$ cat src/rtl/word_packer.sv
// Assembles narrow fields into one wide word above a constant header.
// Output side is a registered valid/ready port; i_last closes a short word.
module word_packer #(
  parameter int unsigned          FIELD_W   = 8,
  parameter int unsigned          N_FIELDS  = 4,
  parameter int unsigned          HDR_W     = 16,
  parameter logic [HDR_W-1:0]     HDR       = 16'h3456,
  parameter logic [FIELD_W-1:0]   PAD       = '0,
  parameter bit                   MSB_FIRST = 1'b1,
  localparam int unsigned         WORD_W    = N_FIELDS*FIELD_W + HDR_W,
  localparam int unsigned         CNT_W     = $clog2(N_FIELDS+1)
) (
  input  logic               i_clk,
  input  logic               i_arst_n,
  input  logic [FIELD_W-1:0] i_field,
  input  logic               i_field_valid,
  input  logic               i_last,
  output logic               o_field_ready,
  output logic [WORD_W-1:0]  o_word,
  output logic [CNT_W-1:0]   o_count,
  output logic               o_word_valid,
  input  logic               i_word_ready
);

  localparam int unsigned SL_W = N_FIELDS*FIELD_W;

  if (FIELD_W == 0 || N_FIELDS == 0 || HDR_W == 0) begin : g_bad
    $error("word_packer: FIELD_W, N_FIELDS and HDR_W must be >= 1");
  end

  typedef enum logic {FILL, FULL} state_t;

  state_t            state_q, state_d;
  logic [CNT_W-1:0]  cnt_q, cnt_d;
  logic [SL_W-1:0]   slots_q, slots_d;

  logic             field_hs;
  logic             word_hs;
  logic [CNT_W-1:0] cnt_nxt;
  int               slot;
  int               first;

  assign o_field_ready = (state_q == FILL) || i_word_ready;
  assign field_hs      = i_field_valid && o_field_ready;
  assign word_hs       = (state_q == FULL) && i_word_ready;
  assign cnt_nxt       = cnt_q + CNT_W'(1);

  always_comb begin
    slots_d = slots_q;
    cnt_d   = cnt_q;
    state_d = state_q;
    first   = MSB_FIRST ? int'(N_FIELDS) - 1 : 0;
    slot    = MSB_FIRST ? int'(N_FIELDS) - 1 - int'(cnt_q)
                        : int'(cnt_q);
    unique case (state_q)
      FILL: begin
        if (field_hs) begin
          for (int i = 0; i < int'(N_FIELDS); i++) begin
            if (i == slot) slots_d[i*FIELD_W +: FIELD_W] = i_field;
          end
          cnt_d = cnt_nxt;
          if (cnt_nxt == CNT_W'(N_FIELDS) || i_last) state_d = FULL;
        end
      end
      FULL: begin
        if (word_hs) begin
          slots_d = {N_FIELDS{PAD}};
          cnt_d   = '0;
          state_d = FILL;
          // Overlapped accept: the next word opens in the same cycle.
          if (field_hs) begin
            for (int i = 0; i < int'(N_FIELDS); i++) begin
              if (i == first) slots_d[i*FIELD_W +: FIELD_W] = i_field;
            end
            cnt_d = CNT_W'(1);
            if (N_FIELDS == 1 || i_last) state_d = FULL;
          end
        end
      end
      default: state_d = FILL;
    endcase
  end

  always_ff @(posedge i_clk or negedge i_arst_n) begin
    if (!i_arst_n) begin
      state_q <= FILL;
      cnt_q   <= '0;
      slots_q <= {N_FIELDS{PAD}};
    end else begin
      state_q <= state_d;
      cnt_q   <= cnt_d;
      slots_q <= slots_d;
    end
  end

  assign o_word       = {slots_q, HDR};
  assign o_count      = cnt_q;
  assign o_word_valid = (state_q == FULL);

endmodule
$ cat config.mk
export PLATFORM = sky130hd
export DESIGN_NAME = word_packer
export DESIGN_NICKNAME = d
export VERILOG_FILES = /design/src/rtl/word_packer.sv
export SDC_FILE = /design/constraint.sdc
export NUM_CORES = 1
export LEC_CHECK = 0
export BUFFER_PORTS_ARGS = -buffer_cell sky130_fd_sc_hd__buf_2
export CAP_MARGIN = 40
export CORE_MARGIN = 4
export CORE_UTILIZATION = 30
export CTS_CLUSTER_DIAMETER = 50
export DETAILED_ROUTE_END_ITERATION = 12
export SYNTH_ARGS = -nofsm -noshare
export SYNTH_HDL_FRONTEND = slang
export SYNTH_SLANG_ARGS = --single-unit
$ cat constraint.sdc
create_clock -name i_clk -period 3.4 [get_ports i_clk]
set_input_delay 0.51 -clock i_clk [delete_from_list [all_inputs] [get_ports i_clk]]
set_output_delay 0.51 -clock i_clk [all_outputs]
set_load 0.02 [all_outputs]
# Word-level counts from Yosys, hierarchy flattened
# Index checks and enable logic that the tools add are counted.
# word_totals
register_bits	36
latchBits	0
mem_bits_rw	0
mem_bits_ro	0
in_bits	13
out_inout_bits	53
elab_cells	47
mem_count	0
# op_classes
add_sub_neg	2
mul	0
div_mod_pow	0
magnitude_cmp	0
eq_ne	10
n_shift	0
muxes	18
bitwise_logic	1
reduce_logical	10
# ops
op	count
$mux W32	2
$pmux W32 S2	1
$mux W8	5
$logic_not A32 Y1	1
$reduce_and A3 Y1	4
$ne A2 B1 Y1 const B	5
$eq A3 B4 Y1 const A	2
$mux W1	6
$mux W3	2
$pmux W3 S2	1
$eq A2 B4 Y1 const A	1
$sub A2 B3 Y4 const A	1
$add A3 B1 Y3 const B	1
$eq A3 B3 Y1 const B	1
$logic_and A1 B1 Y1	2
$logic_or A1 B1 Y1	2
$ne A2 B2 Y1 const B	1
$pmux W1 S2	1
$reduce_and A2 Y1	1
$not A1 Y1	1

# Longest topological paths before layout
# logic_depth
depth_word	6
mapped_depth	6
mapped_depth_nobuf	5

# Least setup slack after synthesis
# OpenSTA, ideal clock, no wires.
# synth_path
path_type	register -> register
start	register cnt_q[0], in the netlist o_count[0]
end	register slots_q[0]
setup_ns	0.135
t_arrival_ns	1.533
t_required_ns	3.265
setup_slack_ns	1.732
stages_incl_launch_ff	7
path_buffers	1
period_less_slack_ns	1.668
cell_sequence	dfrtp_1 ha_1 ha_1 clkbuf_1 inv_1 o21ai_1 o21ai_0
# synth_via
elab_chain_cells	4
# synth_rtl
element	line	rtl
start: declaration	34	logic [CNT_W-1:0] cnt_q, cnt_d;
start signal: assignment	91	cnt_q <= cnt_d;
$sub A2 B3 Y4	53	slot = MSB_FIRST ? int'(N_FIELDS) - 1 - int'(cnt_q)
$logic_not A32 Y1	59	if (i == slot) slots_d[i*FIELD_W +: FIELD_W] = i_field;
$ne A2 B1 Y1 (no line)	--	
$reduce_and A3 Y1 (no line)	--	
end signal: assignment	88	slots_q <= {N_FIELDS{PAD}};
end signal: assignment	92	slots_q <= slots_d;
end: declaration	35	logic [SL_W-1:0] slots_q, slots_d;
# No other way between the ends.
# A chain may end at the register's enable or synchronous reset.

# Worst setup path after layout
# layout_path
start	register state_q, in the netlist o_word_valid
end	output o_field_ready
# layout_via
elab_chain_cells	2
# layout_rtl
element	line	rtl
start: declaration	33	state_t state_q, state_d;
start signal: assignment	90	state_q <= state_d;
$not A1 Y1	--	
$logic_or A1 B1 Y1	43	assign o_field_ready = (state_q == FILL) || i_word_ready;
end: declaration	18	output logic o_field_ready,
# No other way between the ends.

==> results.tsv <==
stage	metric	value	unit
grt	grt_max_degree	37	
clocking	post-cts-setup-buffers	0	
setup_path	cp_slowest_cell	dfrtp_1	
setup_path	reg2reg_from	o_word_valid	
timing	max_slew_margin	45.9	%
timing	max_freq	0.537	GHz
finish	antenna_cells	0	
timing	skew	13.0	ps
placement	io_buffers	49	
die	num_rows	27	
yosys	synthTopCellsByArea	dfrtp_1 (50%), nand2_1 (8.5%), o21ai_0 (6.7%)	
finish	ff_latch_area	901	um^2
setup_path	endpoint_kind	primary output	
placement	place.gp.congestion	0.700	
placement	hpwl	3080	um
drt	met1Wirelength	2090	um
clocking	clock_latency	290	ps
drt	route.met3.wl	298	um
setup_path	required	2890	ps
yosys	yosys_warnings	0	
yosys	syn_avg_cell_area	9.55	um^2
timing	rsz0062_at_grt	false	
power_and_ir_drop	p_seq_share	42.1	%
yosys	synth.most_common_cell	nand2_1	
clocking	cts_buffers	5	
power_and_ir_drop	p_comb_share	36.5	%
setup_path	crit_fanout	19	
drt	antenna_left	0	
finish	nNetsFinal	252	
die	start_util	31.8	%
grt	grt_pass1_wl	6910	um
grt	grt-ovfl-total	0	
timing	setup_viol	0	
run_status	status	completed	
drt	wl	4330	um
flow_run	cap_violations	0	
setup_path	critPathTopFamily	flip-flops	
clocking	cts_buffer_depth	2	
yosys	synth_cell_types	24	
yosys	ys_seq_elements	36	
yosys	synthArstFlopShare	100	%
drt	first_pass_iters	4	
power_and_ir_drop	intPower	0.897	mW
timing	period_needed	1860	ps
power_and_ir_drop	peakVddDrop	0.274	mV
yosys	post-synth-top-area-cell	dfrtp_1	
finish	stdcell_count	306	
power_and_ir_drop	clock_power_share	21.4	%
yosys	synthTopCellsByCount	nand2_1 (41), dfrtp_1 (36), o21ai_0 (24), inv_1 (21), buf_4 (16)	
clocking	cts_sinks	36	
drt	drt-initial-drc-count	55	
grt	grt_pass1_vias	1299	
power_and_ir_drop	p_sw	0.598	mW
setup_path	crit_path_max_incr_delay	670	ps
setup_path	crit_type	reg -> out	
clocking	htreeDepth	2	
clocking	cts-root-buf	clkbuf_8	
clocking	path_clk_slew	80	ps
power_and_ir_drop	switching_share	40.0	%
setup_path	worst-path-buf-inv	1	
finish	multi_input_area	702	um^2
die	die_area	7320	um^2
power_and_ir_drop	p_per_area	708	nW/um^2
drt	wl_per_cell	14.1	um
finish	drive_above_1_share	26.1	%
drt	wl_met2	1910	um
yosys	synth_edf_count	0	
die	coreArea	5680	um^2
timing	max_slew.worst_pin.slew	811	ps
yosys	yosysSeqAreaShare	49.9	%
finish	area_delta_synth_final	16.9	%
finish	n_fill_cell	610	
drt	vias	1347	
timing	setup-tns-final	0	ps
setup_path	arrival	1350	ps
die	die_h	85.6	um
grt	antenna_found_initial	0	
setup_path	start_kind	flop	
hold_path	hp-class	in -> async	
placement	placed_cells	298	
drt	drc	0	
die	die_x	85.6	um
clocking	cts.repair.resized	0	
power_and_ir_drop	total_leakage_power	1.12	nW
setup_path	crit_chain	nand2b_1 > buf_2	
yosys	ys.flop_type	dfrtp_1	
yosys	syn_area	1810	um^2
clocking	hold_buffers	0	
timing	maxSlewViolCount	0	
yosys	synth_top_area_share	49.9	%
grt	grt_usage	12.1	%
setup_path	startpoint	o_word_valid	
yosys	synthCells	189	
timing	post-route-period-util	54.7	%
timing	finalHoldViolations	0	
clocking	cts_tree	built	
drt	vias_per_cell	4.40	
drt	top_layer	met4	
die	ios	66	
## path summary, 6_finish.rpt
check,endpoint,slack (ps),cells past startpoint
hold reg to reg,slots_q[29],520,2
max in group asynchronous,slots_q[5],2560,1
hold / removal,slots_q[18],310,1
min in group i_clk,o_word_valid,470,3
setup reg to reg,slots_q[31],1560,3
setup / recovery,o_field_ready,1540,2
## layer usage
layer	vias to the layer above	global-route usage, %
met5	-	0
met4	0	3.45
met3	4	3.46
met2	50	18.2
met1	633	16.9
li1	660	-
## registers in the layout, summed over array words and instances, names as in the netlist
register / flops
o_count: 3
slots_q: 32
o_word_valid: 1
## cells in the final DEF (no fill, tap or decap)
master,synthesis,routed
buf_2,3,49
nand2b_1,1,1
nand2b_4,1,1
a21oi_1,1,1
nand2_1,41,41
o22ai_1,2,2
and4bb_2,2,2
clkbuf_1,3,1
nand4b_1,8,8
a21bo_2,1,1
nand2_2,1,1
o21ai_0,24,24
o21a_1,1,1
dfrtp_1,36,36
o31a_1,1,1
inv_1,21,21
clkinvlp_4,0,1
nor3b_1,1,1
mux2i_1,11,11
o21ai_1,2,2
ha_1,6,6
conb_1,2,16
clkbuf_8,0,6
## stage by stage
stage	power (mW)	hold WS [ps]	instance area, um^2	setup slack (ps)	utilization (%)
3_5_place_dp	1.19	516	2020	1570	35.5
3_3_place_gp	1.18	506	2020	1620	35.5
5_1_grt	1.60	380	2110	1400	37.2
4_1_cts	1.51	345	2110	1580	37.2
2_1_floorplan	1.01	214	1860	1730	-
6_report	1.49	308	2110	1540	37.2
## cells by family after synthesis
group                    count (synthesis)  share of synthesized area, %
AND/OR/NAND/NOR                         55                          15.7
other                                    2                         0.416
adder cells (fa/ha/maj)                  6                          4.16
multiplexers                            11                          6.10
flip-flops                              36                          49.9
buffers and inverters                   47                          14.1
AO/OA/AOI/OAI                           32                          9.63
## layout make-up
type,instances,area share [%]
Timing Repair Buffer,49,11.6
Clock buffer,7,4.09
Multi-Input combinational cell,120,33.3
Tap cell,72,4.27
Inverter,21,3.73
Clock inverter,1,0.356
Sequential cell,36,42.7
## power by group through the flow
| stage | combinational, mW | clock (mW) | sequential [mW] |
|---|---|---|---|
| 3_3_place_gp | 0.543 | 0 | 0.639 |
| 3_5_place_dp | 0.552 | 0 | 0.641 |
| 5_1_grt | 0.605 | 0.350 | 0.649 |
| 2_1_floorplan | 0.226 | 0 | 0.780 |
| 4_1_cts | 0.554 | 0.328 | 0.632 |
| 6_report | 0.546 | 0.319 | 0.630 |
Note: power is estimated with default switching activity, not from simulation.
